<file path="config.mk">
export PLATFORM = sky130hd
export DESIGN_NAME = int_trap_ctrl
export DESIGN_NICKNAME = d
export VERILOG_FILES = /design/src/rtl/int_trap_ctrl_pkg.sv /design/src/rtl/int_trap_ctrl_priority_sel.sv /design/src/rtl/int_trap_ctrl.sv
export SDC_FILE = /design/constraint.sdc
export NUM_CORES = 1
export LEC_CHECK = 0
export BUFFER_PORTS_ARGS = -buffer_cell sky130_fd_sc_hd__buf_2
export CORE_ASPECT_RATIO = 1.75
export CORE_MARGIN = 10
export CORE_UTILIZATION = 54
export DETAILED_ROUTE_END_ITERATION = 16
export HOLD_SLACK_MARGIN = 0.12
export PLACE_DENSITY = 0.8
export SLEW_MARGIN = 25
export SYNTH_ARGS = -nofsm -noshare
export SYNTH_HDL_FRONTEND = slang
export SYNTH_SLANG_ARGS = --single-unit
</file>
<file path="constraint.sdc">
create_clock -name hb_clk -period 1.8 [get_ports hb_clk]
set_input_delay 0.18 -clock hb_clk [delete_from_list [all_inputs] [get_ports hb_clk]]
set_output_delay 0.18 -clock hb_clk [all_outputs]
set_load 0.005 [all_outputs]
</file>
<file path="src/rtl/int_trap_ctrl_pkg.sv">
// XT_CSR: machine CSR addresses, mstatus/mip bit positions, interrupt cause
// codes and the trap-sequencer state encoding shared by int_trap_ctrl.
`default_nettype none

package XT_CSR;

  localparam logic [11:0] CSR_MSTATUS = 12'h300;
  localparam logic [11:0] CSR_MIE     = 12'h304;
  localparam logic [11:0] CSR_MTVEC   = 12'h305;
  localparam logic [11:0] CSR_MEPC    = 12'h341;
  localparam logic [11:0] CSR_MCAUSE  = 12'h342;
  localparam logic [11:0] CSR_MIP     = 12'h344;

  localparam int MSTATUS_MIE  = 3;
  localparam int MSTATUS_MPIE = 7;

  localparam int IRQ_MSI = 3;
  localparam int IRQ_MTI = 7;
  localparam int IRQ_MEI = 11;

  // Exception-code field of mcause; the interrupt flag is added separately.
  localparam logic [30:0] CAUSE_MSI = 31'd3;
  localparam logic [30:0] CAUSE_MTI = 31'd7;

  typedef enum logic [1:0] {
    ST_IDLE  = 2'd0,
    ST_REQ   = 2'd1,
    ST_ENTER = 2'd2
  } trap_state_t;

endpackage

`default_nettype wire

</file>
<file path="src/rtl/int_trap_ctrl_priority_sel.sv">
// int_priority_sel: combines pending/enable lines with the global MIE and
// picks the highest-priority cause (external > software > timer).
`default_nettype none

module int_priority_sel
  import XT_CSR::*;
#(
  parameter int XLEN = 32
) (
  input  logic [2:0]      pend_i,    // {ext, timer, soft}
  input  logic [2:0]      en_i,      // {ext, timer, soft}
  input  logic            glb_en_i,
  input  logic [30:0]     ext_id_i,
  output logic            take_o,
  output logic [XLEN-1:0] cause_o
);

  logic [2:0] act_w;

  always_comb begin
    act_w          = pend_i & en_i;
    take_o         = glb_en_i & (|act_w);
    cause_o        = '0;
    cause_o[XLEN-1] = 1'b1;
    if (act_w[2]) begin
      cause_o[30:0] = ext_id_i;
    end else if (act_w[0]) begin
      cause_o[30:0] = CAUSE_MSI;
    end else begin
      cause_o[30:0] = CAUSE_MTI;
    end
  end

endmodule

`default_nettype wire

</file>
<file path="src/rtl/int_trap_ctrl.sv">
// int_trap_ctrl: machine-mode trap unit; owns mstatus/mie/mtvec/mepc/mcause,
// runs the trap request/ack handshake and issues fetch redirects.
`default_nettype none

module int_trap_ctrl
  import XT_CSR::*;
#(
  parameter int XLEN = 32
) (
  input  logic            hb_clk,
  input  logic            rst_sync_n,
  input  logic            mextern_int,
  input  logic [30:0]     mextern_int_id,
  input  logic            mtimer_int,
  input  logic            msoft_int,
  input  logic            csr_we,
  input  logic [11:0]     csr_addr,
  input  logic [XLEN-1:0] csr_wdata,
  output logic [XLEN-1:0] csr_rdata,
  output logic            trap_req,
  input  logic            trap_ack,
  input  logic [XLEN-1:0] trap_epc,
  input  logic            mret,
  output logic            redirect_valid,
  output logic [XLEN-1:0] redirect_pc
);

  localparam logic [XLEN-1:0] ALIGN_MASK = {{(XLEN-2){1'b1}}, 2'b00};

  trap_state_t     state_q, state_d;
  logic            mie_q, mie_d;
  logic            mpie_q, mpie_d;
  logic [2:0]      irq_en_q, irq_en_d;
  logic [XLEN-1:0] mtvec_q, mtvec_d;
  logic [XLEN-1:0] mepc_q, mepc_d;
  logic [XLEN-1:0] mcause_q, mcause_d;
  logic [XLEN-1:0] cause_q, cause_d;
  logic [XLEN-1:0] epc_q, epc_d;
  logic            mret_pend_q, mret_pend_d;

  logic [2:0]      pend_w;
  logic            take_w;
  logic [XLEN-1:0] sel_cause_w;
  logic            wr_mstatus_w, wr_mie_w, wr_mtvec_w, wr_mepc_w, wr_mcause_w;

  assign pend_w       = {mextern_int, mtimer_int, msoft_int};
  assign wr_mstatus_w = csr_we && (csr_addr == CSR_MSTATUS);
  assign wr_mie_w     = csr_we && (csr_addr == CSR_MIE);
  assign wr_mtvec_w   = csr_we && (csr_addr == CSR_MTVEC);
  assign wr_mepc_w    = csr_we && (csr_addr == CSR_MEPC);
  assign wr_mcause_w  = csr_we && (csr_addr == CSR_MCAUSE);

  int_priority_sel #(
    .XLEN (XLEN)
  ) u_prio (
    .pend_i   (pend_w),
    .en_i     (irq_en_q),
    .glb_en_i (mie_q),
    .ext_id_i (mextern_int_id),
    .take_o   (take_w),
    .cause_o  (sel_cause_w)
  );

  always_ff @(posedge hb_clk) begin
    if (!rst_sync_n) begin
      state_q     <= ST_IDLE;
      mie_q       <= 1'b0;
      mpie_q      <= 1'b0;
      irq_en_q    <= '0;
      mtvec_q     <= '0;
      mepc_q      <= '0;
      mcause_q    <= '0;
      cause_q     <= '0;
      epc_q       <= '0;
      mret_pend_q <= 1'b0;
    end else begin
      state_q     <= state_d;
      mie_q       <= mie_d;
      mpie_q      <= mpie_d;
      irq_en_q    <= irq_en_d;
      mtvec_q     <= mtvec_d;
      mepc_q      <= mepc_d;
      mcause_q    <= mcause_d;
      cause_q     <= cause_d;
      epc_q       <= epc_d;
      mret_pend_q <= mret_pend_d;
    end
  end

  // Software CSR writes first; sequencer actions below override them.
  always_comb begin
    state_d     = state_q;
    mie_d       = mie_q;
    mpie_d      = mpie_q;
    irq_en_d    = irq_en_q;
    mtvec_d     = mtvec_q;
    mepc_d      = mepc_q;
    mcause_d    = mcause_q;
    cause_d     = cause_q;
    epc_d       = epc_q;
    mret_pend_d = 1'b0;

    if (wr_mstatus_w) begin
      mie_d  = csr_wdata[MSTATUS_MIE];
      mpie_d = csr_wdata[MSTATUS_MPIE];
    end
    if (wr_mie_w) begin
      irq_en_d = {csr_wdata[IRQ_MEI], csr_wdata[IRQ_MTI], csr_wdata[IRQ_MSI]};
    end
    if (wr_mtvec_w) begin
      mtvec_d = csr_wdata & ALIGN_MASK;
    end
    if (wr_mepc_w) begin
      mepc_d = csr_wdata & ALIGN_MASK;
    end
    if (wr_mcause_w) begin
      mcause_d = csr_wdata;
    end

    case (state_q)
      ST_IDLE: begin
        if (mret) begin
          mie_d       = mpie_q;
          mpie_d      = 1'b1;
          mret_pend_d = 1'b1;
        end else if (take_w) begin
          state_d = ST_REQ;
          cause_d = sel_cause_w;
        end
      end
      ST_REQ: begin
        if (trap_ack) begin
          state_d = ST_ENTER;
          epc_d   = trap_epc;
        end
      end
      ST_ENTER: begin
        mepc_d   = epc_q & ALIGN_MASK;
        mcause_d = cause_q;
        mpie_d   = mie_q;
        mie_d    = 1'b0;
        state_d  = ST_IDLE;
      end
      default: state_d = ST_IDLE;
    endcase
  end

  assign trap_req = (state_q == ST_REQ);

  // Gated by reset so a reset landing on ENTER never leaks a redirect.
  always_comb begin
    redirect_valid = 1'b0;
    redirect_pc    = '0;
    if (state_q == ST_ENTER) begin
      redirect_valid = rst_sync_n;
      redirect_pc    = mtvec_q;
    end else if (mret_pend_q) begin
      redirect_valid = rst_sync_n;
      redirect_pc    = mepc_q;
    end
  end

  always_comb begin
    csr_rdata = '0;
    case (csr_addr)
      CSR_MSTATUS: begin
        csr_rdata[12:11]         = 2'b11;
        csr_rdata[MSTATUS_MPIE] = mpie_q;
        csr_rdata[MSTATUS_MIE]  = mie_q;
      end
      CSR_MIE: begin
        csr_rdata[IRQ_MEI] = irq_en_q[2];
        csr_rdata[IRQ_MTI] = irq_en_q[1];
        csr_rdata[IRQ_MSI] = irq_en_q[0];
      end
      CSR_MTVEC:  csr_rdata = mtvec_q;
      CSR_MEPC:   csr_rdata = mepc_q;
      CSR_MCAUSE: csr_rdata = mcause_q;
      CSR_MIP: begin
        csr_rdata[IRQ_MEI] = mextern_int;
        csr_rdata[IRQ_MTI] = mtimer_int;
        csr_rdata[IRQ_MSI] = msoft_int;
      end
      default: csr_rdata = '0;
    endcase
  end

endmodule

`default_nettype wire
</file>
# After elaboration in Yosys (flattened, before gate mapping)
# Index checks and enable logic that the tools add are counted.
[totals]
out_inout_bits = 66
memories = 0
romBits = 0
ramBits = 0
latch_bits = 0
regBits = 164
[classes]
reduce_logical = 13
order_cmp = 0
addsub = 0
eq_ne = 11
mux = 29
bitwise_logic = 3
n_div = 0
multipliers = 0
shifts = 0
[op_table]
columns = ["op", "n"]
rows = [
  ["32-bit two-way mux", 6],
  ["12-bit by 10-bit equality test with 1-bit output, second input constant", 6],
  ["19-bit case mux with 3 select lines", 1],
  ["31-bit two-way mux", 1],
  ["3-bit case mux with 3 select lines", 3],
  ["1-bit case mux with 6 select lines", 3],
  ["1-bit two-way mux", 7],
  ["2-bit two-way mux", 3],
  ["3-bit AND reduction", 2],
  ["1-bit logical AND", 5],
  ["2-bit inequality test, second input constant", 2],
  ["1-bit case mux with 2 select lines", 2],
  ["1-bit case mux with 4 select lines", 1],
  ["2-bit case mux with 2 select lines", 1],
  ["2-bit AND reduction", 2],
  ["2-bit nonzero test", 2],
  ["3-bit bitwise AND", 1],
  ["3-bit two-way mux", 1],
  ["3-bit OR reduction", 1],
  ["2-bit by 1-bit equality test with 1-bit output, second input constant", 1],
  ["2-bit equality test, second input constant", 1],
  ["2-bit logical NOT", 1],
  ["2-bit by 1-bit inequality test with 1-bit output, second input constant", 1],
  ["1-bit bitwise AND", 1],
  ["1-bit inverter", 1],
]

# Longest topological paths before layout
[depth]
ltp_word = 6
mapped_depth = 8
ltp_nobuf = 5

# Cells and area by module
# From an unflattened synthesis, not the netlist that was laid out.
[unflattened]
cells_unflattened = 1006
area_unflattened_um2 = 7786.2
[by_module_without_submodules]
columns = ["module", "instances", "area_per_inst_um2", "cells_each"]
rows = [
  ["int_trap_ctrl", 1, 7479.7, 962],
  ["int_priority_sel", 1, 306.5, 44],
]

# Worst setup path after synthesis
# OpenSTA, ideal clock, no wires.
[synth_timing]
path_kind = "input -> output"
start = "input csr_addr[10]"
end = "output csr_rdata[2]"
path_slack_ps = 277
t_arrival_ps = 1343
t_required_ps = 1620
stages = 8
cell_sequence = "and4bb_1 -> buf_2 -> nand2_1 -> nor2b_1 -> buf_2 -> buf_6 -> a222oi_1 -> inv_1"
[synth_via]
elab_chain_cells = 2
[synth_rtl]
columns = ["element", "line", "source"]
rows = [
  ["start, declared", "int_trap_ctrl.sv:17", "input logic [11:0] csr_addr,"],
  ["12-bit by 10-bit equality test with 1-bit output", "int_trap_ctrl.sv:165", "case (csr_addr)"],
  ["3-bit case mux with 3 select lines *", "int_trap_ctrl.sv:165", ""],
  ["end, declared", "int_trap_ctrl.sv:19", "output logic [XLEN-1:0] csr_rdata,"],
]
# Every way passes the cells marked *; elsewhere a longest branch is shown, timed or not.

# Worst setup path after layout
[layout_timing]
start = "input csr_addr[8]"
end = "output csr_rdata[9]"
# Same word-level chain as after synthesis.

==> impl_metrics.tcl <==
set metrics [dict create \
    leakage_nw 4.391 \
    placed_area_mm2 0.008856 \
    status "finished, violations left" \
    clk_latency_ps 420 \
    ys.flop_type "dfxtp_1" \
    path_class "input port to output port" \
    dp_hpwl_mm 16.66 \
    fmax_mhz 547.8 \
    cts_tree "yes" \
    utilization_pct 77.40 \
    setup_viol 3 \
    start_util_pct 55.11 \
    core_mm2 0.01391 \
    grt_max_degree 58 \
    die_w_um 110.1 \
    hold_class "input port to flip-flop" \
    grt_antenna_before_repair 3 \
    ys_seq_elements 162 \
    power_density_mw_per_mm2 727.6 \
    via_per_inst 6.226 \
    clk_pin_slew_worst_paths_ps 60 \
    die-area_mm2 0.01955 \
    cts_sinks 162 \
    drt_iter0_drc 1177 \
    rows 57 \
    wl_per_cell_um 21.66 \
    first_pass_iters 9 \
    cts_buffers 17 \
    grt_pass1_wl_mm 45.71 \
    seq_area_frac_synth_pct 42.31 \
    port_buffers 176 \
    syn_inst 928 \
    yosys_warnings 0 \
    synth_edf_count 0 \
    dieHeight_um 177.6 \
    rsz0062_at_grt "true" \
    fin_area_mm2 0.01076 \
    dr_total_vias 8610 \
    clk_path_buf_depth 2 \
    worst_clock_skew_ps 8.243 \
    syn_area_per_cell_um2 8.260 \
    synth_top_area_share_pct 42.31 \
    mostFrequentLayoutCell "nand2_1" \
    vdd_ir_drop_max_mv 0.8291 \
    worstPathArrival_ps 1650 \
    drive_gt1_share_pct 24.32 \
    fillers 887 \
    routabilityCongestion 0.8610 \
    violations "negative setup slack" \
    synth_cell_type_count 44 \
    cts_root_buf "clkbuf_16" \
    critPathRequiredTime_ps 1620 \
    drv_slew 0 \
    ys_top_cells_by_area "dfxtp_1 (42%), nand2_1 (11%), mux2i_1 (8.6%), a21boi_0 (6.9%), o21ai_0 (4.4%)" \
    setup_ws_ps -25.33 \
    ys_async_sr_fraction_pct 0 \
    grtUsageTotal_pct 29.43 \
    syn2layout_area_growth_pct 40.43 \
    layout_min_cycle_time_ps 1825 \
    postRouteWirelength_mm 29.96 \
    gr-total-overflow 0 \
    endpoint_kind "output port" \
    path_max_fanout 6 \
    grt_pass1_vias 8743 \
    post-route-drc-count 0 \
    mostFrequentLayoutCells "nand2_1 (215), buf_2 (172), dfxtp_1 (159)" \
    syn_area_mm2 0.007665 \
    slowest_delay_ps 380 \
    min_period_over_period_pct 101.4 \
    nNetsFinal 1307 \
    ioPinCount 181 \
    synth_area_leader_cell "dfxtp_1" \
    cts.htree.levels 4 \
    maxCapViolCount 0 \
    slowest_stage "a222oi_1" \
    drtAntennaViolNets 0 \
    startpoint_type "input port" \
    worstPathCellList "buf_6 > and4bb_1 > nand2_1 > nor2b_4 > buf_12 > buf_4 > a222oi_1 > inv_1 > buf_2" \
    hold_viol 0 \
]
==> kinds of logic after synthesis <==
logic type,count (synthesis),synth area share [%]
multiplexers,69,9.060
AND/OR/NAND/NOR,324,19.29
buffers and inverters,109,6.791
AO/OA/AOI/OAI,263,22.49
flip-flops,162,42.31
other,1,0.04892
==> timing repair <==
item / in CTS / in global routing
setup buffers: 1 / 9
cloned: 4 / 1
endpoints found under the setup margin: 57 / 49
endpoints found under the hold margin: 138 / 0
pin swaps: 2 / 15
hold buffers: 93 / 0
resized for setup: 11 / 19
==> cell type report <==
cell class                 instances  area, um2  share of cell area, %
inverter                          26      97.59                 0.9067
sequential                       162       3249                  30.19
clock inverter                    13      151.4                  1.406
timing repair buffer             327       2611                  24.26
multi-input combinational        658       3978                  36.95
tap                              177      221.5                  2.057
clock buffer                      19      452.9                  4.208
antenna                            1      2.502                0.02325
==> final timing paths <==
path                                   startpoint           end  slack (ps)  cells after the start
worst max-delay path                  csr_addr[8]  csr_rdata[9]         -30                      9
worst min-delay path            mextern_int_id[0]    cause_q[0]         160                      3
worst max register to register         state_q[1]    cause_q[8]         100                      6
worst min register to register        cause_q[18]   cause_q[18]         460                      2
==> synth_stat cells, types with 2 or more instances <==
cell        n
nand2_1   215
dfxtp_1   162
a21boi_0   70
o21ai_0    68
mux2i_1    66
nand3_1    64
a21oi_1    62
clkbuf_1   49
a222oi_1   26
inv_1      26
a21boi_1   21
buf_2      14
nor2_1      8
nor2b_1     7
a22oi_1     6
buf_1       6
buf_4       6
buf_6       5
and2_1      4
nand2b_1    4
buf_8       3
mux2_2      3
nor3b_1     3
a22o_1      2
and3_1      2
nand2b_2    2
nand4_1     2
nor3_1      2
nor3_2      2
nor3_4      2
o211ai_1    2
o21a_1      2
==> state kept, by name (all words and copies together) (netlist names), 2 cells and up <==
signal	cells
cause_q	32
mcause_q	32
epc_q	30
mepc_q	30
mtvec_q	30
irq_en_q	3
state_q	2
==> metrics by stage <==
| stage | instances | power [mW] | setup TNS [ps] | hold slack, ps | worst slack (ps) |
|---|---|---|---|---|---|
| finish | 1383 | 7.832 | -56.74 | 157.6 | -25.33 |
| detailed placement | 1242 | 4.044 | -3862 | 436.6 | -200.1 |
| CTS | 1372 | 7.796 | 0 | 121.0 | 2.011 |
| global placement | 1242 | 4.041 | -4222 | 429.4 | -201.4 |
| floorplan | 929 | 3.821 | 0 | 319.2 | 277.4 |
| global route | 1383 | 8.022 | -448.7 | 182.0 | -64.46 |
==> worst max-delay path: cells and delay by family <==
kind | cells | cell delay [ps]
AO/OA/AOI/OAI | 1 | 380
buffers and inverters | 5 | 650
AND/OR/NAND/NOR | 3 | 420
==> power breakdown <==
part           total, mW  internal (mW)  switching [mW]
sequential          3.59           3.59         0.00391
clock               3.66           2.14            1.52
combinational      0.581          0.320           0.261
total               7.83           6.05            1.78
==> per-layer routing <==
layer | up-vias | part of all wire, % | GRT usage, %
met3 | 186 | 11 | 7.919
met2 | 666 | 49 | 48.61
met5 | - | 0.043 | 0
met1 | 3986 | 34 | 32.92
met4 | 2 | 6.6 | 16.78
li1 | 3770 | - | -
Power figures use the tool's default switching activity.
